File: src/rtl/s3_pc_stk.sv
// S3 sequencer program counter: conditional jump, call/return through a small
// return-address stack, a decrement-and-branch loop counter, and a pipeline stall.
module s3_pc_stk #(
   parameter int AW = 8,
   parameter int CW = 4,
   parameter int SD = 4,
   parameter int LW = 8,
   localparam int SPW = $clog2(SD + 1)
) (
   input  logic          clk,
   input  logic          rst,
   input  logic          stall,
   input  logic          op_jmp,
   input  logic          op_call,
   input  logic          op_ret,
   input  logic          op_loop,
   input  logic          op_djnz,
   input  logic [AW-1:0] op_tgt,
   input  logic [LW-1:0] op_imm,
   input  logic          op_cond_inv,
   input  logic [CW-1:0] op_cond_mask,
   input  logic [CW-1:0] op_cond_val,
   input  logic [CW-1:0] a_reg,
   input  logic          err_clr,
   output logic [AW-1:0] pc,
   output logic [LW-1:0] lp_cnt,
   output logic [SPW-1:0] sp,
   output logic          stk_ovf,
   output logic          stk_unf
);

   localparam int IW = (SD > 1) ? $clog2(SD) : 1;

   logic [AW-1:0]  stk [SD];
   logic           cond;
   logic [AW-1:0]  pc_inc;
   logic [LW-1:0]  lp_dec;
   logic [SPW-1:0] sp_dec;
   logic [IW-1:0]  push_idx;
   logic [IW-1:0]  top_idx;
   logic [AW-1:0]  pc_nxt;
   logic [SPW-1:0] sp_nxt;
   logic [LW-1:0]  lp_nxt;
   logic           push;
   logic           ovf_set;
   logic           unf_set;

   assign cond     = (((a_reg ^ op_cond_val) & op_cond_mask) == '0) ^ op_cond_inv;
   assign pc_inc   = pc + AW'(1);
   assign lp_dec   = lp_cnt - LW'(1);
   assign sp_dec   = sp - SPW'(1);
   assign push_idx = sp[IW-1:0];
   assign top_idx  = sp_dec[IW-1:0];

   // Strobes are decoded with strict priority ret > call > djnz > jmp > loop;
   // a stalled cycle leaves every next-state value equal to the current one.
   always_comb begin
      pc_nxt  = pc_inc;
      sp_nxt  = sp;
      lp_nxt  = lp_cnt;
      push    = 1'b0;
      ovf_set = 1'b0;
      unf_set = 1'b0;
      if (stall) begin
         pc_nxt = pc;
      end else if (op_ret) begin
         if (cond) begin
            if (sp != '0) begin
               pc_nxt = stk[top_idx];
               sp_nxt = sp_dec;
            end else begin
               unf_set = 1'b1;
            end
         end
      end else if (op_call) begin
         if (cond) begin
            if (sp < SPW'(SD)) begin
               push   = 1'b1;
               sp_nxt = sp + SPW'(1);
               pc_nxt = op_tgt;
            end else begin
               ovf_set = 1'b1;
            end
         end
      end else if (op_djnz) begin
         if (lp_cnt != '0) begin
            lp_nxt = lp_dec;
            if (lp_dec != '0) pc_nxt = op_tgt;
         end
      end else if (op_jmp) begin
         if (cond) pc_nxt = op_tgt;
      end else if (op_loop) begin
         lp_nxt = op_imm;
      end
   end

   always_ff @(posedge clk) begin
      if (!rst) begin
         pc      <= '0;
         sp      <= '0;
         lp_cnt  <= '0;
         stk_ovf <= 1'b0;
         stk_unf <= 1'b0;
      end else begin
         pc      <= pc_nxt;
         sp      <= sp_nxt;
         lp_cnt  <= lp_nxt;
         stk_ovf <= ovf_set | (stk_ovf & ~err_clr);
         stk_unf <= unf_set | (stk_unf & ~err_clr);
      end
   end

   // Entries are never cleared; only sp says which ones are live.
   always_ff @(posedge clk) begin
      if (rst && push) stk[push_idx] <= pc_inc;
   end

endmodule

File: config.mk
export PLATFORM = sky130hd
export DESIGN_NAME = s3_pc_stk
export DESIGN_NICKNAME = d
export VERILOG_FILES = /design/src/rtl/s3_pc_stk.sv
export SDC_FILE = /design/constraint.sdc
export NUM_CORES = 1
export LEC_CHECK = 0
export ABC_CLOCK_PERIOD_IN_PS = 5180
export CAP_MARGIN = 20
export CORE_ASPECT_RATIO = 1.5
export CORE_MARGIN = 5
export CORE_UTILIZATION = 56
export DETAILED_ROUTE_END_ITERATION = 16
export GPL_TIMING_DRIVEN = 0
export PLACE_DENSITY = 0.9
export SLEW_MARGIN = 20
export SYNTH_ARGS = -nofsm -noshare
export SYNTH_HDL_FRONTEND = slang
export SYNTH_SLANG_ARGS = --single-unit
File: constraint.sdc
create_clock -name clk -period 5.18 [get_ports clk]
set_input_delay 1.036 -clock clk [delete_from_list [all_inputs] [get_ports clk]]
set_output_delay 1.036 -clock clk [all_outputs]
set_load 0.01 [all_outputs]
==> load_flow_metrics.sql <==
INSERT INTO impl_metrics (metric_group, metric, value, unit) VALUES
('clock_tree', 'maximum_root_to_sink_buffer_count', '2', ''),
('hold_path', 'worst_hold_path_type', 'reg2reg', ''),
('clock_tree', 'tritoncts', 'done', ''),
('floorplan', 'placeableCoreArea', '5120', 'um^2'),
('placed_design', 'port-buffer-count', '58', ''),
('power', 'static_leak', '1.34', 'nW'),
('synth', 'synth_seq_area_share', '0.470', ''),
('worst_setup_path', 'worstSetupStartpointType', 'input pin', ''),
('worst_setup_path', 'setup_crit_path_kind', 'in2reg', ''),
('detailed_routing', 'routed-via-count', '2616', ''),
('timing', 'achievable-frequency', '292', 'MHz'),
('synth', 'synth_largest_type_area_fraction', '0.327', ''),
('synth', 'post-synth-top-area-cell', 'sky130_fd_sc_hd__edfxtp_1', ''),
('synth', 'yosys.area_share.xor_xnor', '0.0503', ''),
('finish', 'design.final.nets', '389', ''),
('synth', 'synth-compound-area-share', '0.179', ''),
('synth', 'synth.lib_cells_used.distinct', '53', ''),
('synth', 'most_common_cell_in_the_netlist', 'sky130_fd_sc_hd__edfxtp_1', ''),
('clock_tree', 'cts_resized', '0', ''),
('timing', 'max_slew_margin', '0.490', ''),
('global_routing', 'first_pass_grt_wire_length', '13.0', 'mm'),
('detailed_routing', 'post_drt_wl_per_cell', '19.7', 'um'),
('synth', 'synth.ff_latch_count', '53', ''),
('detailed_routing', 'drtIter0Drc', '302', ''),
('power', 'int_power', '0.000746', 'W'),
('worst_setup_path', 'delay_contributed_by_the_slowest_stage_of_the_critical_path', '0.55', 'ns'),
('clock_tree', 'cts_num_sinks', '53', ''),
('synth', 'synth_async_sr_flop_share', '0', ''),
('timing', 'timing_hold_violations_final', '0', ''),
('worst_setup_path', 'path_buf_inv', '2', ''),
('synth', 'synth.area.mux_share', '0.0788', ''),
('global_routing', 'grt_util_all_layers', '0.242', ''),
('hold_path', 'worst_hold_startpoint', 'stk_ovf', ''),
('worst_setup_path', 'critPathSlowestCell', 'sky130_fd_sc_hd__and4_1', ''),
('floorplan', 'pin_count', '59', ''),
('timing', 'setup_viol', '0', ''),
('floorplan', 'initial_utilization', '0.573', ''),
('worst_setup_path', 'worstReg2RegEnd', 'pc[6]', ''),
('clock_tree', 'cts-htree-levels', '2', ''),
('floorplan', 'die_w', '69.1', 'um'),
('timing', 'timing_max_transition_violations_final', '0', ''),
('detailed_routing', 'detailedRoute.firstPassIterationCount', '5', ''),
('synth', 'post_synth_instance_area', '2940', 'um^2'),
('finish', 'final_layout_size_suffix_gt1_frac', '0.0872', ''),
('placed_design', 'dp_hpwl', '6.03', 'mm'),
('status', 'outcome', 'complete, no violations', ''),
('global_routing', 'grt_overflow_total', '0', ''),
('synth', 'synth_enable_flop_cells', '32', ''),
('synth', 'combinational_family_with_the_most_area_after_synthesis', 'compound AO/OA/AOI/OAI gates', ''),
('power', 'p_sw_frac', '0.259', ''),
('timing', 'tightest_slew', '0.765', 'ns'),
('timing', 'setup-tns-final', '0', 'ns'),
('detailed_routing', 'routed_wl', '8.14', 'mm'),
('timing', 'finalClockSkew', '0.0105', 'ns'),
('power', 'vdd_ir_drop_max', '0.150', 'mV'),
('clock_tree', 'number_of_cts_inserted_buffers', '5', ''),
('worst_setup_path', 'cp_max_fo', '10', ''),
('detailed_routing', 'postRouteAntennaNets', '0', ''),
('worst_setup_path', 'timing.rr.start', 'sp[0]', ''),
('synth', 'syn_avg_cell_area', '10.6', 'um^2'),
('global_routing', 'number_of_global_route_vias_before_repair', '2679', ''),
('detailed_routing', 'drcViolationCount', '0', ''),
('synth', 'ys_top_cells_by_area', 'sky130_fd_sc_hd__edfxtp_1, sky130_fd_sc_hd__dfxtp_1, sky130_fd_sc_hd__mux4_2', ''),
('worst_setup_path', 'timing.critical_path.depth', '7', ''),
('power', 'p_seq_frac', '0.468', ''),
('detailed_routing', 'avgViaCountPerCell', '6.35', ''),
('clock_tree', 'post_cts.repair.setup_buffers', '0', ''),
('synth', 'ys_top_cells_by_count', 'sky130_fd_sc_hd__edfxtp_1, sky130_fd_sc_hd__nor2_1, sky130_fd_sc_hd__dfxtp_1, sky130_fd_sc_hd__nand2_1, sky130_fd_sc_hd__a21oi_1', ''),
('power', 'pwr_density_cell', '269', 'nW/um^2'),
('floorplan', 'dieArea', '6820', 'um^2'),
('clock_tree', 'clock-root-buffer', 'sky130_fd_sc_hd__clkbuf_8', '');
-- cells by family (layout without fill, tap and decap cells) --
group / Yosys count / count (layout)
AO/OA/AOI/OAI: 73 / 73
adder cells (fa/ha/maj): 8 / 8
AND/OR/NAND/NOR: 88 / 88
XOR/XNOR: 16 / 16
multiplexers: 13 / 13
flip-flops: 53 / 53
buffers and inverters: 27 / 93
-- worst min-delay path by stage --
stage / to / slack (ns) / depth (start not counted)
after detailed placement: stk_ovf / 0.49 / 2
after global routing: stk_ovf / 0.56 / 2
after floorplan: stk_ovf / 0.52 / 2
final: stk_ovf / 0.53 / 2
after CTS: stk_ovf / 0.52 / 2
after global placement: stk_ovf / 0.48 / 2
-- power groups by stage --
| stage | clock, W | combinational [W] | sequential [W] |
|---|---|---|---|
| floorplan | 0 | 0.000113 | 0.000481 |
| global placement | 0 | 0.000195 | 0.000480 |
| detailed placement | 0 | 0.000199 | 0.000480 |
| CTS | 0.000330 | 0.000200 | 0.000471 |
| global route | 0.000346 | 0.000220 | 0.000472 |
| finish | 0.000331 | 0.000204 | 0.000471 |
-- placed cells by master, fill, tap and decap left out, drive strengths merged, types with 5 or more instances in the layout --
master / count
xor2: 8
inv: 15
nor2: 26
and3: 6
nor3: 6
o211ai: 6
ha: 8
nand2: 21
dfxtp: 21
clkdlybuf4s50: 58
o21ai: 9
a22oi: 5
clkbuf: 14
xnor2: 8
mux4: 8
edfxtp: 32
a32oi: 6
a22o: 6
a21oi: 18
nand3: 13
-- metrics by stage --
| stage | total power, W | instances | worst slack, ns | util | area (um^2) |
|---|---|---|---|---|---|
| 6_report | 0.00101 | 412 | 1.76 | 0.729 | 3740 |
| 3_3_place_gp | 0.000674 | 404 | 1.55 | 0.703 | 3600 |
| 5_1_grt | 0.00104 | 412 | 1.67 | 0.729 | 3740 |
| 3_5_place_dp | 0.000679 | 404 | 1.49 | 0.703 | 3600 |
| 2_1_floorplan | 0.000594 | 278 | 2.49 | - | 2940 |
| 4_1_cts | 0.00100 | 412 | 1.81 | 0.729 | 3740 |
-- registers in the layout, indices dropped and copies added (netlist names) --
signal	count
stk_unf	1
sp	3
stk	32
stk_ovf	1
pc	8
lp_cnt	8
-- area by class of cell --
type                       instances  area, um^2
fill                             397        1390
clock inverter                     3        65.1
inverter                          15        56.3
clock buffer                       5        68.8
sequential                        53        1380
tap                               68        85.1
multi-input combinational        198        1450
timing repair buffer              58         581
buffer                            12        55.1
-- per-layer routing --
| layer | track usage | part of all wire |
|---|---|---|
| met4 | 0.111 | 0.039 |
| met2 | 0.442 | 0.52 |
| met1 | 0.268 | 0.37 |
| met3 | 0.0490 | 0.074 |
| met5 | 0 | 0 |
-- tightest hold or removal path: stages, from the launching register on --
cell	delay, ns
sky130_fd_sc_hd__dfxtp_1	0.35
sky130_fd_sc_hd__a32oi_1	0.06
sky130_fd_sc_hd__nor2_1	0.09
Note: power is estimated with default switching activity, not from simulation.
==> edit, RTL diff (same settings) <==
`AW`: 8 -> 9.
--- a/src/rtl/s3_pc_stk.sv
+++ b/src/rtl/s3_pc_stk.sv
@@ -2,5 +2,5 @@
 // return-address stack, a decrement-and-branch loop counter, and a pipeline stall.
 module s3_pc_stk #(
-   parameter int AW = 8,
+   parameter int AW = 9,
    parameter int CW = 4,
    parameter int SD = 4,
Ports: changed (resized op_tgt and pc); port bits go from 59 to 61. The function was not compared with the original's and may differ.
==> edit against the original RTL <==
Routed wire length is 7.4% higher. Sequential power is 13% higher. Synthesized area is 9.6% higher. First-iteration DRC count is 29% lower. Critical path depth is 1 lower. Clock skew is 0.00076 ns lower. Worst setup slack better by 0.044 ns. Via count is 4.4% higher. Total power is 27% higher. Final area is 11% higher. Sequential cell count is 5 higher. Count of clock-buffer cells in the layout is 4 higher. Critical endpoint is now stk[3][3].
==> edit: results (changes against the original RTL) <==
Arr. time, crit path 3.36 ns (was 3.38 ns); inverters 13 (was 15); DR WL/cell 19.95 µm (was 19.75 µm); combinational cell power 0.268 mW (was 0.204 mW); Largest regs stk (36), pc (9), lp_cnt (8) (was stk (32), lp_cnt (8), pc (8)); fin crit share 0.6519 (was 0.6604); total CTS buffers 9 (was 5); Gate Count Post-Synth 292 (was 278); Yosys reg bits 58 (was 53); cell at the slowest stage of the critical path clkdlybuf4s50_1 (was and4_1); grt met1 use 0.2777 (was 0.2679); routed length on met2 4421 µm (was 4205 µm); syn_nets 339 (was 324); status finished clean (unchanged); Post-synth top cells edfxtp_1 (36), dfxtp_1 (22), nand3_1 (17), a21oi_1 (15), o21ai_0 (14) (was edfxtp_1 (32), nor2_1 (26), dfxtp_1 (21), nand2_1 (21), a21oi_1 (17)); DP HPWL 6284 µm (was 6027 µm); Power Dens Cells 308.5 nW/µm² (was 269.3 nW/µm²); Leak 1.476 nW (was 1.343 nW); IO buf count 60 (was 58); worst skew pair latency 0.35 ns (was 0.32 ns); global-route wire length before repair 13940 µm (was 13010 µm); top cells by area, synth edfxtp_1 (34%), dfxtp_1 (14%), mux4_2 (6.3%), ha_1 (3.1%), nand3_1 (2.6%) (was edfxtp_1 (33%), dfxtp_1 (14%), mux4_2 (6.1%), ha_1 (3.4%), nor2_1 (3.3%)); pre-CTS WS 1.550 ns (was 1.491 ns); Clock buffers and inverters, area share 0.05478 (was 0.03582); Seq/Total Area, Yosys 0.4726 (was 0.4702); via count 2730 (was 2616); met2 Use GR 0.4263 (was 0.4419); Post-synth EDFFs 36 (was 32); GRT met3 Usage 0.05366 (was 0.04898); vias in the first global route 2850 (was 2679)
-- edit: changes by cell type in the layout (fill, tap and decap cells not counted), sizes merged, moves of 7 or more --
cell,delta
nor2b,+7
clkbuf,+7
a21o,+7
nand2,-9
and2,+9
o31ai,+8
nor2,-18
-- edit: kinds of logic (layout without fill, tap and decap cells) --
kind of cell    after synthesis  count (layout)  synth area share
xor+xnor                     16              16           0.04820
buf+inv                      28             104           0.03536
compound gates               83              83            0.1768
fa+ha+maj                     8               8           0.03109
flops                        58              58            0.4726
mux                          19              19            0.1003
simple gates                 80              80            0.1356
-- edit: tightest hold or removal path: stages (launching register included) --
cell and delay [ns]:
dfxtp_1 0.34, a32oi_1 0.06, nor2b_1 0.10
-- edit: path summary, 6_finish.rpt --
check | startpoint | end | cells after the start
setup / recovery | op_ret | stk[3][3] | 6
hold / removal | stk_unf | stk_unf | 2
setup reg to reg | sp[0] | pc[0] | 8
hold reg to reg | stk_unf | stk_unf | 2
